$ cat config.mk
export PLATFORM = sky130hd
export DESIGN_NAME = sample_iq_accum
export DESIGN_NICKNAME = d
export VERILOG_FILES = /design/src/rtl/iq_pkg.sv /design/src/rtl/iq_sincos_lut.sv /design/src/rtl/sample_iq_accum.sv
export SDC_FILE = /design/constraint.sdc
export NUM_CORES = 2
export LEC_CHECK = 0
export CAP_MARGIN = 20
export CELL_PAD_IN_SITES_DETAIL_PLACEMENT = 0
export CELL_PAD_IN_SITES_GLOBAL_PLACEMENT = 2
export CORE_AREA = 2 2 350 352
export DETAILED_ROUTE_END_ITERATION = 8
export DIE_AREA = 0 0 352 354
export PLACE_DENSITY_LB_ADDON = 0.08
export SLEW_MARGIN = 10
export SYNTH_ARGS = -nofsm -noshare
export SYNTH_HDL_FRONTEND = slang
export SYNTH_SLANG_ARGS = --single-unit
$ cat constraint.sdc
create_clock -name i_clk -period 7.8 [get_ports i_clk]
set_clock_uncertainty 0.1 [all_clocks]
set_input_delay 1.95 -clock i_clk [delete_from_list [all_inputs] [get_ports i_clk]]
set_output_delay 1.95 -clock i_clk [all_outputs]
set_load 0.02 [all_outputs]
$ cat src/rtl/iq_pkg.sv
// rtl/iq_pkg.sv - shared widths and FSM state type for the I/Q sample accumulator
package iq_pkg;

  localparam int IQ_SAMPLE_W = 20;
  localparam int IQ_COEF_W   = 16;
  localparam int IQ_LUT_AW   = 8;
  localparam int IQ_PHASE_W  = 32;
  localparam int IQ_CNT_W    = 16;
  localparam int IQ_ACC_W    = IQ_SAMPLE_W + IQ_COEF_W + IQ_CNT_W;

  typedef enum logic [1:0] {
    ST_IDLE  = 2'd0,
    ST_RUN   = 2'd1,
    ST_FLUSH = 2'd2,
    ST_DONE  = 2'd3
  } state_t;

endpackage

$ cat src/rtl/iq_sincos_lut.sv
// rtl/iq_sincos_lut.sv - quarter-wave sin/cos ROM with registered cos and -sin outputs
module iq_sincos_lut
  import iq_pkg::*;
#(
  parameter int LUT_AW = IQ_LUT_AW,
  parameter int COEF_W = IQ_COEF_W
) (
  input  logic                     i_clk,
  input  logic                     i_rst_n,
  input  logic [LUT_AW-1:0]        addr,
  output logic signed [COEF_W-1:0] cos_q,
  output logic signed [COEF_W-1:0] nsin_q
);

  localparam int  QN = 1 << (LUT_AW - 2);
  localparam real FS = real'((1 << (COEF_W - 1)) - 1);
  localparam real PI = 3.14159265358979323846;

  // First quadrant of sin, endpoints included so entry QN is exact full scale
  logic signed [COEF_W-1:0] rom [0:QN];

  for (genvar k = 0; k <= QN; k++) begin : g_rom
    assign rom[k] = COEF_W'($rtoi(FS * $sin(PI / 2.0 * real'(k) / real'(QN)) + 0.5));
  end

  function automatic logic signed [COEF_W-1:0] sin_at(input logic [LUT_AW-1:0] a);
    logic [LUT_AW-2:0]        fidx;
    logic [LUT_AW-2:0]        ridx;
    logic signed [COEF_W-1:0] mag;
    fidx = {1'b0, a[LUT_AW-3:0]};
    ridx = (LUT_AW-1)'(QN) - fidx;
    mag  = a[LUT_AW-2] ? rom[ridx] : rom[fidx];
    return a[LUT_AW-1] ? -mag : mag;
  endfunction

  always_ff @(posedge i_clk or negedge i_rst_n) begin
    if (!i_rst_n) begin
      cos_q  <= '0;
      nsin_q <= '0;
    end else begin
      cos_q  <= sin_at(addr + LUT_AW'(QN));
      nsin_q <= -sin_at(addr);
    end
  end

endmodule

$ cat src/rtl/sample_iq_accum.sv
// rtl/sample_iq_accum.sv - N-sample I/Q correlation against an NCO reference
// Optional overload counter port o_ovld_cnt when SAMPLE_IQ_OVLD_CNT_EN is defined.
module sample_iq_accum
  import iq_pkg::*;
#(
  parameter int SAMPLE_W = IQ_SAMPLE_W,
  parameter int COEF_W   = IQ_COEF_W,
  parameter int LUT_AW   = IQ_LUT_AW,
  parameter int PHASE_W  = IQ_PHASE_W,
  parameter int CNT_W    = IQ_CNT_W,
  localparam int ACC_W   = SAMPLE_W + COEF_W + CNT_W
) (
  input  logic                      i_clk,
  input  logic                      i_rst_n,
  input  logic signed [SAMPLE_W-1:0] i_sample,
  input  logic                      i_sample_vld,
  input  logic                      i_overload,
  input  logic                      i_start,
  input  logic [PHASE_W-1:0]        i_phase_inc,
  input  logic [CNT_W-1:0]          i_num_samples,
  output logic                      o_busy,
  output logic                      o_done,
  output logic signed [ACC_W-1:0]   o_i_acc,
  output logic signed [ACC_W-1:0]   o_q_acc
`ifdef SAMPLE_IQ_OVLD_CNT_EN
  ,
  output logic [CNT_W-1:0]          o_ovld_cnt
`endif
);

  localparam int PROD_W = SAMPLE_W + COEF_W;

  state_t                     state, state_nxt;
  logic [PHASE_W-1:0]         phase, inc;
  logic [CNT_W-1:0]           num, cnt;
  logic                       accept, last, start_ok;
  logic                       s1_vld, s2_vld;
  logic signed [SAMPLE_W-1:0] s1_sample;
  logic signed [COEF_W-1:0]   cos_c, nsin_c;
  logic signed [PROD_W-1:0]   p_i, p_q;
  logic signed [ACC_W-1:0]    acc_i, acc_q, acc_i_nxt, acc_q_nxt;

  assign start_ok = (state == ST_IDLE) && i_start;
  assign accept   = (state == ST_RUN) && i_sample_vld && (num != '0);
  assign last     = accept && (cnt == num - CNT_W'(1));

  iq_sincos_lut #(.LUT_AW(LUT_AW), .COEF_W(COEF_W)) u_lut (
    .i_clk   (i_clk),
    .i_rst_n (i_rst_n),
    .addr    (phase[PHASE_W-1 -: LUT_AW]),
    .cos_q   (cos_c),
    .nsin_q  (nsin_c)
  );

  always_ff @(posedge i_clk or negedge i_rst_n) begin
    if (!i_rst_n) state <= ST_IDLE;
    else          state <= state_nxt;
  end

  // N=0 skips FLUSH: nothing entered the pipeline, so DONE follows RUN directly
  always_comb begin
    state_nxt = state;
    o_busy    = 1'b0;
    o_done    = 1'b0;
    case (state)
      ST_IDLE:  if (i_start) state_nxt = ST_RUN;
      ST_RUN: begin
        o_busy = 1'b1;
        if (num == '0) state_nxt = ST_DONE;
        else if (last) state_nxt = ST_FLUSH;
      end
      ST_FLUSH: begin
        o_busy = 1'b1;
        if (!s1_vld) state_nxt = ST_DONE;
      end
      ST_DONE: begin
        o_done    = 1'b1;
        state_nxt = ST_IDLE;
      end
      default:  state_nxt = ST_IDLE;
    endcase
  end

  assign acc_i_nxt = acc_i + (s2_vld ? ACC_W'(p_i) : '0);
  assign acc_q_nxt = acc_q + (s2_vld ? ACC_W'(p_q) : '0);

  always_ff @(posedge i_clk or negedge i_rst_n) begin
    if (!i_rst_n) begin
      phase     <= '0;
      inc       <= '0;
      num       <= '0;
      cnt       <= '0;
      s1_vld    <= 1'b0;
      s1_sample <= '0;
      s2_vld    <= 1'b0;
      p_i       <= '0;
      p_q       <= '0;
      acc_i     <= '0;
      acc_q     <= '0;
      o_i_acc   <= '0;
      o_q_acc   <= '0;
    end else begin
      s1_vld    <= accept;
      s1_sample <= i_sample;
      s2_vld    <= s1_vld;
      p_i       <= PROD_W'(s1_sample) * PROD_W'(cos_c);
      p_q       <= PROD_W'(s1_sample) * PROD_W'(nsin_c);
      if (start_ok) begin
        inc   <= i_phase_inc;
        num   <= i_num_samples;
        phase <= '0;
        cnt   <= '0;
        acc_i <= '0;
        acc_q <= '0;
      end else begin
        if (accept) begin
          phase <= phase + inc;
          cnt   <= cnt + CNT_W'(1);
        end
        acc_i <= acc_i_nxt;
        acc_q <= acc_q_nxt;
      end
      // Final product lands in the same edge that publishes the results
      if (state != ST_DONE && state_nxt == ST_DONE) begin
        o_i_acc <= acc_i_nxt;
        o_q_acc <= acc_q_nxt;
      end
    end
  end

`ifdef SAMPLE_IQ_OVLD_CNT_EN
  logic [CNT_W-1:0] ovld;

  always_ff @(posedge i_clk or negedge i_rst_n) begin
    if (!i_rst_n) begin
      ovld       <= '0;
      o_ovld_cnt <= '0;
    end else begin
      if (start_ok)                   ovld <= '0;
      else if (accept && i_overload)  ovld <= ovld + CNT_W'(1);
      if (state != ST_DONE && state_nxt == ST_DONE) o_ovld_cnt <= ovld;
    end
  end
`else
  logic unused_ovld;
  assign unused_ovld = i_overload;
`endif

endmodule

Yosys cells after proc, flatten, opt, wreduce, memory -nomap -nowiden
Memory sizes are Yosys's and may differ from the RTL's.
Cells that the tools add are included.
{ "word_totals": {"ff_bits": 432, "inputBits": 73, "mem_count": 4, "rom_bits": 8192, "elab_cells": 84} }
{ "classes": {"n_lt_le_gt_ge": 4, "bitwise": 4, "n_addsub": 11, "n_reduce_logical": 10, "muxes": 27, "n_eq_ne": 6, "multipliers": 2} }
{ "memory_table": {"columns": ["memory", "words", "word_bits", "rd", "rd_clocked_by_memory_dff", "write_ports", "line_no", "source"], "rows": [
  ["(name not given)", 128, 16, 1, 0, 0, "iq_sincos_lut.sv:32", "mag = a[LUT_AW-2] ? rom[ridx] : rom[fidx];"],
  ["(name not given)", 128, 16, 1, 0, 0, "iq_sincos_lut.sv:32", null],
  ["(name not given)", 128, 16, 1, 0, 0, "iq_sincos_lut.sv:32", null],
  ["(name not given)", 128, 16, 1, 0, 0, "iq_sincos_lut.sv:32", null]
]} }
{ "op_table": {"columns": ["operator", "count"], "rows": [
  ["2-to-1 mux 16 bit", 14],
  ["2-to-1 mux 52 bit", 4],
  ["adder 52 bit", 2],
  ["multiplier 20 x 16 -> 36 bit", 2],
  ["2-to-1 mux 32 bit", 2],
  ["negator 16 bit", 3],
  ["adder 32 bit", 1],
  [">= comparator 8 bit, second input constant", 4],
  ["adder 16 x 1 -> 16 bit, second input constant", 1],
  ["== test 16 bit", 1],
  ["logical NOT 16 bit", 1],
  ["inverter 6 -> 8 bit", 2],
  ["inverter 7 -> 8 bit", 2],
  ["nonzero test 16 bit", 1],
  ["subtractor 16 x 1 -> 16 bit, second input constant", 1],
  ["subtractor 7 x 6 -> 7 bit, first input constant", 2],
  ["adder 8 x 7 -> 8 bit, second input constant", 1],
  ["2-to-1 mux 2 bit", 4],
  ["case mux 2 bit (4 select lines)", 1],
  ["== test 2 bit, second input constant", 3],
  ["logical AND 1 bit", 5],
  ["== test 2 x 1 -> 1 bit, second input constant", 1],
  ["logical NOT 2 bit", 1],
  ["2-to-1 mux 1 bit", 2],
  ["3 further kinds", 3]
]} }

Depth between registers and ports, before layout
{ "depth": {"depth_word": 9, "ltp_mapped": 26, "depth_no_buf": 25} }

Modules after synthesis
Synthesis repeated with hierarchy kept, for this count alone.
{ "unflattened": {"hier_cells": 5576, "hier_area_um2": 50493.4} }
{ "modules_own_cells": {"columns": ["mod", "area_each_um2", "cells_each", "seq_area_each_um2", "n_inst"], "rows": [
  ["sample_iq_accum", 44821.7, 4806, 10009.6, 1],
  ["iq_sincos_lut", 5671.7, 770, 800.8, 1]
]} }

Least setup slack after synthesis
No wires, ideal clock.
{ "synth_path": {"path_type": "reg2reg", "from": "register s1_sample[7]", "to": "register p_q[32]", "setup_time_ns": 0.080, "t_arrival_ns": 6.225, "path_buffers": 1, "stages_incl_launch_ff": 26, "period_less_slack_ns": 6.405, "slack_ns": 1.395, "required_time_ns": 7.620, "cell_sequence": "dfrtp_1 > clkbuf_1 > nand2_1 > fa_1 > inv_1 > fa_1 > inv_1 > fa_1 > inv_1 > fa_1 > fa_1 > inv_1 > fa_1 > inv_1 > ha_1 > a21o_1 > a21oi_1 > o21ai_0 > a41oi_1 > o21a_1 > o31a_1 > a21oi_1 > a41o_1 > or4_1 > a31oi_1 > xnor2_1"} }
{ "synth_between": {"elab_chain_len": 1} }
{ "synth_lines": {"columns": ["element", "line_no", "source"], "rows": [
  ["start: declaration", "sample_iq_accum.sv:38", "logic signed [SAMPLE_W-1:0] s1_sample;"],
  ["start signal: assignment", "sample_iq_accum.sv:104", "s1_sample <= i_sample;"],
  ["multiplier 20 x 16 -> 36 bit", "sample_iq_accum.sv:107", "p_q <= PROD_W'(s1_sample) * PROD_W'(nsin_c);"],
  ["end signal: assignment", "sample_iq_accum.sv:107", null],
  ["end: declaration", "sample_iq_accum.sv:40", "logic signed [PROD_W-1:0] p_i, p_q;"]
]} }
No other way between the ends.
A chain may end at the register's enable or synchronous reset.

Final worst setup path
{ "layout_path": {"from": "register s1_sample[10]", "to": "register p_i[34]"} }
{ "layout_between": {"elab_chain_len": 1} }
{ "layout_lines": {"columns": ["element", "line_no", "source"], "rows": [
  ["multiplier 20 x 16 -> 36 bit", "sample_iq_accum.sv:106", "p_i <= PROD_W'(s1_sample) * PROD_W'(cos_c);"],
  ["end signal: assignment", "sample_iq_accum.sv:106", null],
  ["end: declaration", "sample_iq_accum.sv:40", null]
]} }
No other way between the ends.

==> results.cfg <==
[logic_synthesis]
synth.net_count = 6453
synth.top_cell.area_share_pct = 25.96
synth_area_leaders = fa_1, dfrtp_1, ha_1, inv_1, and2_1
synthDistinctLibCells = 90
synth_fa_ha_area_share_pct = 34.75
yosys_warnings = 0
synth_top_family_by_area = adder cells
async_flop_share_pct = 100.0
synth-compound-area-share_pct = 11.80
syn-cell-area_sq_mm = 0.04927
ys_seq_area_share_pct = 21.94
synth-simple-area-share_pct = 16.20
synth-main-ff-cell = dfrtp_1
synth_area_leader_cell = fa_1
syn_inst = 5395
synth_edf_count = 0
synth-seq-cells = 432
muxShareOfSynthArea_pct = 2.090
syn_avg_cell_area_sq_um = 9.133
synth-xor-area-share_pct = 5.267

[detailed_routing]
routed_wl_mm = 129.5
drt-vias-per-instance = 5.081
dr.pass1.iters = 7
drcViolationCount = 0
drtIter0Drc = 2021
wl_per_cell_um = 18.09
ant_nets = 0
via_count = 36366

[place]
gp_congestion = 0.8635
port-buffer-count = 177
hpwl_mm = 101.1

[floorplan]
core-area_sq_mm = 0.1209
die_x_um = 352
rows = 128
io_pins = 179
die_h_um = 354
dieArea_sq_mm = 0.1246
start_util_pct = 40.75

[grt]
grt_pass1_vias = 38060
antenna_found_initial = 8
gr-usage-all-layers_pct = 21.30
grt_max_degree = 109
grt-ovfl-total = 0
grt_pass1_wl_mm = 213.6

[clocking]
cts_sinks = 432
cts_tree = done
cts_root_buf = clkbuf_16
path_clk_slew_ns = 0.06
post_cts_buffers = 0
numCtsBuffers = 55
cts.htree.levels = 2
cts_buffer_depth = 3
clk_latency_ns = 0.65

[worst_setup_path]
crit_required_ns = 8.27
start_kind = flop
r2r_start = s1_sample[10]
critPathMaxFanout = 9
endpoint_kind = flop
crit_arrival_ns = 7.84
r2r-end = p_i[34]
critPathKind = reg -> reg
r2r_slack_ns = 0.43
ff2ff_path_depth = 27

[sta]
setup_viol = 0
slew_violations = 0
tns_ns = 0
rsz0062_at_grt = no
clock.fmax_mhz = 135.6
maxSlewHeadroom_pct = 37.68
worst_pin_slew_ns = 0.9263
period_minus_slack_ns = 7.372
hold_violations = 0
period_share_pct = 94.52

[hold_path]
hold_path_end = s2_vld
min_from = s1_vld
hold_depth = 0
hold_path.class = reg -> reg

[final_layout]
layout_commonest_cell = inv_1
drive_above_1_share_pct = 6.164
nNetsFinal = 6547
area_delta_synth_final_pct = 11.87
mostFrequentLayoutCells = inv_1, fa_1, nand2_1, dfrtp_1, and2_1
antenna_cells = 0

[outcome]
outcome = completed

[job]
cap_violations = 0
## sequential cells by signal, indices dropped and copies added, names as in the netlist
register,cells
acc_i,52
u_lut.cos_q,16
s2_vld,1
acc_q,52
state,2
o_i_acc,52
cnt,16
s1_vld,1
u_lut.nsin_q,16
inc,32
p_q,36
o_q_acc,52
s1_sample,20
p_i,36
num,16
phase,32
## worst max-delay path by stage
stage / cells after the start / startpoint / end / slack [ns]
CTS: 27 / s1_sample[6] / p_i[34] / 0.33
floorplan: 25 / s1_sample[7] / p_q[32] / 1.40
finish: 27 / s1_sample[10] / p_i[34] / 0.43
detailed placement: 27 / s1_sample[6] / p_i[34] / 0.31
global route: 25 / s1_sample[10] / p_i[34] / 0.02
global placement: 27 / s1_sample[6] / p_i[34] / 0.32
## layer usage
metal,GRT usage (%),wire [um]
met1,31.56,64330
met2,33.39,57650
met3,2.165,4201
met4,5.245,3271
met5,0,0
## stage by stage
stage	area (sq um)	worst slack [ns]	instances	hold slack (ns)	util [%]
floorplan	49270	1.395	5395	0.2540	-
detailed placement	53140	0.3074	7057	0.3111	43.95
global route	55120	0.01628	7157	0.3342	45.59
global placement	53140	0.3222	7057	0.3156	43.95
finish	55120	0.4275	7157	0.3255	45.59
CTS	55110	0.3260	7157	0.3322	45.58
## cell usage after synthesis (21+ instances only)
| library cell | instances |
|---|---|
| nor2_1 | 275 |
| xnor2_1 | 170 |
| a31oi_1 | 33 |
| a211oi_1 | 30 |
| inv_1 | 752 |
| nand2b_1 | 53 |
| o21ai_0 | 192 |
| nand3_1 | 78 |
| and2_1 | 391 |
| a21oi_1 | 247 |
| nand2_1 | 635 |
| a21o_1 | 126 |
| o21bai_1 | 25 |
| fa_1 | 639 |
| dfrtp_1 | 432 |
| buf_2 | 26 |
| nand4_1 | 33 |
| mux2i_1 | 23 |
| o21a_1 | 21 |
| xor2_1 | 120 |
| mux2_2 | 53 |
| clkbuf_1 | 228 |
| ha_1 | 346 |
| nor2b_1 | 44 |
| nor3_1 | 46 |
| o21ai_1 | 55 |
## area by class of cell
| cell class | count | area, sq um |
|---|---|---|
| Clock buffer | 70 | 1514 |
| Inverter | 759 | 2849 |
| Fill cell | 11945 | 65790 |
| Multi-Input combinational cell | 3930 | 34550 |
| Clock inverter | 30 | 455.4 |
| Timing Repair Buffer | 311 | 2895 |
| Tap cell | 1625 | 2033 |
| Sequential cell | 432 | 10820 |
## critical path: stages, from the launching register on
cell      delay (ns)
dfrtp_1         0.75
buf_4           0.21
and2_1          0.13
fa_1            0.41
inv_1           0.08
fa_1            0.44
fa_1            0.52
inv_1           0.06
fa_1            0.44
fa_1            0.56
inv_1           0.06
fa_1            0.47
inv_1           0.04
ha_1            0.28
and3_1          0.21
nand4_1         0.20
nor4_1          0.35
buf_4           0.18
o21ai_0         0.15
a21oi_1         0.31
a211oi_1        0.16
o21ai_0         0.21
buf_4           0.16
a211o_1         0.17
a21oi_1         0.08
o21ai_0         0.18
xor2_1          0.22
buf_4           0.18
## cells by family (layout without fill, tap and decap cells)
family,count (synthesis),count (layout)
xor+xnor,293,293
flops,432,432
buf+inv,1033,1170
mux,87,87
simple gates,1650,1650
compound gates,915,915
fa+ha+maj,985,985
## what timing repair did
| item | in CTS | in global routing |
|---|---|---|
| resized for setup | 0 | 6 |
| endpoints found under the setup margin | 0 | 2 |
| hold buffers | 0 | 0 |
Power is left out: the tool's default activity adds up to more than one toggle a clock period on the data nets, which glitch-free logic cannot reach.
